### config.mk
export PLATFORM = sky130hd
export DESIGN_NAME = vram_scheduler
export DESIGN_NICKNAME = d
export VERILOG_FILES = /design/src/rtl/vga_pkg.sv /design/src/rtl/vram_clear_fsm.sv /design/src/rtl/vram_scheduler.sv
export SDC_FILE = /design/constraint.sdc
export NUM_CORES = 1
export LEC_CHECK = 0
export BUFFER_PORTS_ARGS = -buffer_cell sky130_fd_sc_hd__buf_2
export CAP_MARGIN = 10
export CORE_UTILIZATION = 25
export CTS_CLUSTER_SIZE = 12
export DETAILED_ROUTE_END_ITERATION = 10
export PLACE_DENSITY_LB_ADDON = 0.12
export RECOVER_POWER = 25
export SETUP_SLACK_MARGIN = 0.4
export SLEW_MARGIN = 20
export SYNTH_ARGS = -nofsm -noshare
export SYNTH_HDL_FRONTEND = slang
export SYNTH_SLANG_ARGS = --single-unit
### constraint.sdc
create_clock -name vga_CLK -period 4.3 [get_ports vga_CLK]
set_clock_uncertainty 0.15 [all_clocks]
set_input_delay 0.645 -clock vga_CLK [delete_from_list [all_inputs] [get_ports vga_CLK]]
set_output_delay 0.645 -clock vga_CLK [all_outputs]
set_load 0.005 [all_outputs]
### src/rtl/vga_pkg.sv
// Shared timing constants, framebuffer defaults and clear-FSM state type
// for the VGA video-RAM scheduler.
package vga_pkg;
  localparam int unsigned VGA_H_ACT_START = 144;
  localparam int unsigned VGA_H_ACT_END   = 784;
  localparam int unsigned VGA_V_ACT_START = 34;
  localparam int unsigned VGA_V_ACT_END   = 514;

  localparam int unsigned FB_W_DEF  = 160;
  localparam int unsigned FB_H_DEF  = 120;
  localparam int unsigned PIX_W_DEF = 8;

  typedef enum logic {CLR_IDLE, CLR_RUN} clr_state_t;
endpackage

### src/rtl/vram_clear_fsm.sv
// Frame-clear engine: walks addresses 0..DEPTH-1 writing a captured colour,
// advancing one address per granted memory slot.
module vram_clear_fsm
  import vga_pkg::*;
#(
  parameter int unsigned ADDR_W = 15,
  parameter int unsigned PIX_W  = PIX_W_DEF,
  parameter int unsigned DEPTH  = FB_W_DEF * FB_H_DEF
) (
  input  logic              clk,
  input  logic              rst,
  input  logic              start,
  input  logic [PIX_W-1:0]  color,
  input  logic              grant,
  output logic              busy,
  output logic [ADDR_W-1:0] addr,
  output logic [PIX_W-1:0]  data
);
  localparam logic [ADDR_W-1:0] LAST = ADDR_W'(DEPTH - 1);

  clr_state_t        state, state_n;
  logic [ADDR_W-1:0] cnt, cnt_n;
  logic [PIX_W-1:0]  col, col_n;

  always_ff @(posedge clk) begin
    if (rst) begin
      state <= CLR_IDLE;
      cnt   <= '0;
      col   <= '0;
    end else begin
      state <= state_n;
      cnt   <= cnt_n;
      col   <= col_n;
    end
  end

  always_comb begin
    state_n = state;
    cnt_n   = cnt;
    col_n   = col;
    case (state)
      CLR_IDLE: begin
        if (start) begin
          state_n = CLR_RUN;
          cnt_n   = '0;
          col_n   = color;
        end
      end
      CLR_RUN: begin
        if (grant) begin
          if (cnt == LAST) begin
            state_n = CLR_IDLE;
            cnt_n   = '0;
          end else begin
            cnt_n = cnt + 1'b1;
          end
        end
      end
      default: state_n = CLR_IDLE;
    endcase
  end

  assign busy = (state == CLR_RUN);
  assign addr = cnt;
  assign data = col;
endmodule

### src/rtl/vram_scheduler.sv
// Slot scheduler for the single-port video RAM behind 640x480 VGA scanout:
// scan reads first, then frame clear, then the game-logic writer.
// Optional double buffering: define VRAM_DOUBLE_BUFFER_EN.
module vram_scheduler
  import vga_pkg::*;
#(
  parameter int unsigned FB_W        = FB_W_DEF,
  parameter int unsigned FB_H        = FB_H_DEF,
  parameter int unsigned PIX_W       = PIX_W_DEF,
  parameter int unsigned ADDR_W      = 15,
  parameter int unsigned H_ACT_START = VGA_H_ACT_START,
  parameter int unsigned V_ACT_START = VGA_V_ACT_START
) (
  input  logic              vga_CLK,
  input  logic              vga_RST,
  input  logic [9:0]        pos_H,
  input  logic [9:0]        pos_V,
  input  logic              wr_req,
  input  logic [ADDR_W-1:0] wr_addr,
  input  logic [PIX_W-1:0]  wr_data,
  output logic              wr_ack,
  output logic              wr_err,
  input  logic              clr_req,
  input  logic [PIX_W-1:0]  clr_color,
  output logic              clr_busy,
  output logic [ADDR_W:0]   mem_addr,
  output logic              mem_we,
  output logic [PIX_W-1:0]  mem_wdata,
  input  logic [PIX_W-1:0]  mem_rdata,
  output logic [PIX_W-1:0]  pix_rgb
`ifdef VRAM_DOUBLE_BUFFER_EN
  ,
  input  logic              swap_req,
  output logic              swap_done
`endif
);
  localparam int unsigned H_LEN = VGA_H_ACT_END - VGA_H_ACT_START;
  localparam int unsigned V_LEN = VGA_V_ACT_END - VGA_V_ACT_START;
  localparam logic [9:0] H_FIRST    = 10'(H_ACT_START);
  localparam logic [9:0] H_LAST     = 10'(H_ACT_START + H_LEN - 1);
  localparam logic [9:0] V_FIRST    = 10'(V_ACT_START);
  localparam logic [9:0] V_LAST     = 10'(V_ACT_START + V_LEN - 1);
  localparam logic [9:0] SCAN_FIRST = 10'(H_ACT_START - 2);
  localparam logic [9:0] SCAN_LAST  = 10'(H_ACT_START + H_LEN - 6);
  localparam logic [ADDR_W-1:0] FB_LAST = ADDR_W'(FB_W * FB_H - 1);

  logic              h_act, v_act, scan;
  logic [1:0]        phase;
  logic [7:0]        row, col;
  logic [ADDR_W-1:0] row_base, scan_addr;
  logic              clr_grant, wr_grant, wr_oor;
  logic [ADDR_W-1:0] clr_addr;
  logic [PIX_W-1:0]  clr_data;
  logic              sbuf, wbuf;

  assign h_act = (pos_H >= H_FIRST) && (pos_H <= H_LAST);
  assign v_act = (pos_V >= V_FIRST) && (pos_V <= V_LAST);
  // phase counts from two pixels before x=0 so a read issued at phase 0 lands at x=4g
  assign phase = 2'(pos_H - SCAN_FIRST);
  assign col   = 8'((pos_H - SCAN_FIRST) >> 2);
  assign row   = 8'((pos_V - V_FIRST) >> 2);
  assign scan  = v_act && (pos_H >= SCAN_FIRST) && (pos_H <= SCAN_LAST) && (phase == 2'd0);

  if (FB_W == 160) begin : g_row160
    assign row_base = (ADDR_W'(row) << 7) + (ADDR_W'(row) << 5);
  end else begin : g_rowmul
    assign row_base = ADDR_W'(row * FB_W);
  end
  assign scan_addr = row_base + ADDR_W'(col);

  assign wr_oor    = (wr_addr > FB_LAST);
  assign clr_grant = !scan && clr_busy;
  // clr_req also blocks the writer so a simultaneous clear request wins
  assign wr_grant  = !scan && !clr_busy && !clr_req && wr_req && !wr_ack;

  vram_clear_fsm #(
    .ADDR_W (ADDR_W),
    .PIX_W  (PIX_W),
    .DEPTH  (FB_W * FB_H)
  ) u_clear (
    .clk   (vga_CLK),
    .rst   (vga_RST),
    .start (clr_req),
    .color (clr_color),
    .grant (clr_grant),
    .busy  (clr_busy),
    .addr  (clr_addr),
    .data  (clr_data)
  );

`ifdef VRAM_DOUBLE_BUFFER_EN
  localparam logic [9:0] V_SWAP = 10'(V_ACT_START + V_LEN);
  logic front, swap_pend;

  always_ff @(posedge vga_CLK) begin
    if (vga_RST) begin
      front     <= 1'b0;
      swap_pend <= 1'b0;
      swap_done <= 1'b0;
    end else begin
      swap_done <= 1'b0;
      if ((swap_pend || swap_req) && pos_V == V_SWAP && pos_H == '0 && !clr_busy) begin
        front     <= ~front;
        swap_pend <= 1'b0;
        swap_done <= 1'b1;
      end else if (swap_req) begin
        swap_pend <= 1'b1;
      end
    end
  end
  assign sbuf = front;
  assign wbuf = ~front;
`else
  assign sbuf = 1'b0;
  assign wbuf = 1'b0;
`endif

  always_ff @(posedge vga_CLK) begin
    if (vga_RST) begin
      mem_addr  <= '0;
      mem_we    <= 1'b0;
      mem_wdata <= '0;
      wr_ack    <= 1'b0;
      wr_err    <= 1'b0;
      pix_rgb   <= '0;
    end else begin
      mem_we <= 1'b0;
      wr_ack <= 1'b0;
      wr_err <= 1'b0;
      if (scan) begin
        mem_addr <= {sbuf, scan_addr};
      end else if (clr_grant) begin
        mem_addr  <= {wbuf, clr_addr};
        mem_we    <= 1'b1;
        mem_wdata <= clr_data;
      end else if (wr_grant) begin
        wr_ack <= 1'b1;
        if (wr_oor) begin
          wr_err <= 1'b1;
        end else begin
          mem_addr  <= {wbuf, wr_addr};
          mem_we    <= 1'b1;
          mem_wdata <= wr_data;
        end
      end

      if (!(h_act && v_act)) begin
        pix_rgb <= '0;
      end else if (phase == 2'd2) begin
        pix_rgb <= mem_rdata;
      end
    end
  end
endmodule

==> metrics <==
status complete, no violations; Total GRT Usage 0.149; Slew HR 0.479; worst-path maximum fanout 3; post-DP HPWL 7930 um; Ports 99; Starting Density 0.261; Root Buffer clkbuf_16; routed len/inst 15.2 um; EDFF count, synth 0; Tightest Pin Transition 780 ps; cell internal pwr 1.11 mW; register area share after synthesis 0.331; largest family of logic cells by synthesized area compound AO/OA/AOI/OAI gates; r2r startpoint u_clear.addr[1]; Critical Path AT 3640 ps; Pins Over Slew Limit 0; final worst-path cycle share 0.841; Final Hold Vio Count 0; Top delay family on crit path adder cells; hold_buf cts 0; ys flop type dfxtp_1; Setup crit start pos_H[1]; CP endpoint kind flop; pin count of the biggest net entering global routing 38; Global Route met2 Usage 0.254; required time worst endpoint 4320 ps; CP max stage delay 480 ps; CTS HTree Levels 3; Die Area 14500 sq um; Setup-failing EPs final 0; Pre-antenna DRT Iters 4; grt met3 use 0.0250; gpl congestion 0.749; CP Launch Type input port; global-route wire length before repair 16800 um; total power 1.57 mW; Setup Buffers After CTS 0; met1 usage 0.192; initial antenna violation count 0; post-CTS sizing 0; GRT busiest layer met2; synthesized area 3510 sq um; FP Rows 42; Fin Hold WS 309 ps; final core occ 0.326; antenna fix cells 0; Fillers 1494; sw power 0.459 mW; via density per instance 4.92; Sw Share 0.293; Post-Synthesis Cells 436; Min-Delay Startpoint u_clear.data[0]; PwrDens 357 nW/um^2; port bufs 96; CTS tree yes; fin worst setup slack 683 ps; Die H 121 um; Yosys warning total 0; crit path time final 3620 ps; clk_lat worst skew 320 ps; VDD IR-drop max 137 uV; FMAX 276 MHz; Synth Area in Compound Gates 0.249; Antenna Violating Nets Remaining 0; CP most frequent cell a21oi_1; final wirelength 10700 um; post-synthesis adder-cell area fraction 0.0791; pre-CTS setup slack 347 ps; Sequential Power Share 0.367; critical register-to-register path endpoint u_clear.addr[5]; Hold Crit Endpoint u_clear.data[0]; Num CTS Buffers 9; asr flop ratio synth 0; simple-gate share of the synthesized area 0.200; DIE WIDTH 121 um; Crit-path slowest cell fa_1; Yosys reg bits 58; drc violations 0; total negative slack 0 ps; clk slew on worst S/H paths 50 ps; Hold WC Path Type reg2reg; area of the multi-input gates 2160 sq um; Synthesized Nets 520; core footprint 13500 sq um; clock power share 0.413; RSZ-0062 raised after global routing no; Cell Chain, Critical Path buf_2 > ha_1 > a2111o_1 > a21oi_1 > xnor2_1 > fa_1 > inv_1 > fa_1 > a21oi_1 > o211ai_1 > nor4_1 > nor3_1 > xnor2_1 > a21oi_1; syn_area_per_cell 8.06 sq um; Synth-to-Final Area Change 24.9%; number of global-route vias before repair 3329; post-synthesis mux area share 0.0342; Initial DRC Count 126; total number of vias 3444; Pleak 1.83 nW; Crit path depth 14; Seq. cell area 1160 sq um; length in cells of the worst reg-to-reg path 7; max_cap viols 0; hold depth 2; global route overflow 0; Bufs and invs on worst path 2; Sink Count 58; combinational power share 0.220; clk buf depth 2; flop2flop setup slack 1660 ps; NumNets Final 604; Synth cell types 58; critical path class in2reg; Synth Area in XOR/XNOR 0.0524; layout cells sized above 1 0.223
metrics by stage:
step                instances  area, sq um
detailed placement        685         4130
finish                    700         4390
global placement          685         4130
floorplan                 436         3510
global route              700         4390
CTS                       700         4400
cell usage in the layout (no fill, tap or decap), types with 2 or more instances in the layout:
master      n
nand2_1    55
nor3_1     11
clkbuf_1    8
o22ai_1    13
buf_4       6
dfxtp_1    58
o21ai_0    21
o21a_1      3
nor2b_1     2
ha_1       19
nand4_1     4
and3_1      3
a211oi_1   18
fa_1        2
nor4_1      4
clkbuf_16   9
a21oi_1    47
nor2_1     28
o211ai_1    7
o32ai_1     4
or4_1       2
o21ai_1     2
xnor2_1     9
nand3_1    14
nand4b_1    2
nor4b_1     3
or4b_1      3
inv_1      14
mux2i_1    12
o21bai_1    2
clkinv_2    3
o31ai_1     3
xor2_1     12
o41ai_1     4
buf_2      88
or3_1       4
sequential cells by signal (all words and copies together) (netlist names):
register and count:
mem_addr 15, u_clear.addr 15, mem_wdata 8, pix_rgb 8
u_clear.data 8, mem_we 1, u_clear.busy 1, wr_ack 1
wr_err 1
layout make-up:
cell class / instances / share of cell area
clock buffers: 10 / 0.0545
clock inverters: 5 / 0.00713
inverters: 15 / 0.0128
multi-input cells: 334 / 0.493
flip-flops and latches: 58 / 0.265
well taps: 176 / 0.0502
repair buffers: 102 / 0.117
power groups by stage:
stage	logic, mW	registers (mW)	clock network (mW)
global route	0.390	0.578	0.685
CTS	0.350	0.575	0.663
finish	0.344	0.575	0.647
detailed placement	0.348	0.586	0
global placement	0.347	0.586	0
floorplan	0.231	0.587	0
tightest hold or removal path, delay by kind of cell (launching register included):
kind / cells / cell delay (ps)
AOI/OAI and AO/OA: 1 / 50
DFF: 1 / 310
and+or+nand+nor: 1 / 50
routing by layer:
metal  vias up  part of all wire
li1       1766                 -
met1      1618              0.47
met2        55              0.49
met3         5             0.032
met4         0            0.0093
met5         -                 0
worst max path at each step:
stage                   endpoint  slack (ps)
finish              mem_addr[14]         680
global route        mem_addr[14]         420
CTS                 mem_addr[14]         680
detailed placement  mem_addr[14]         350
global placement    mem_addr[14]         380
floorplan           mem_addr[14]         730
kinds of logic after synthesis:
| group | count (synthesis) |
|---|---|
| buffers and inverters | 44 |
| AOI/OAI and AO/OA | 136 |
| and+or+nand+nor | 143 |
| muxes | 12 |
| DFF | 58 |
| other | 1 |
| adders and majority gates | 21 |
| xor gates and xnor gates | 21 |
Yosys cell counts, types with 13 or more instances:
cell | count | area, sq um
nor2_1 | 28 | 105
o22ai_1 | 13 | 81.3
dfxtp_1 | 58 | 1160
clkbuf_1 | 16 | 60.1
nand2_1 | 55 | 206
a211oi_1 | 18 | 135
inv_1 | 14 | 52.6
ha_1 | 19 | 238
o21ai_0 | 21 | 105
nand3_1 | 14 | 70.1
a21oi_1 | 47 | 235
Note: power is estimated with default switching activity, not from simulation.
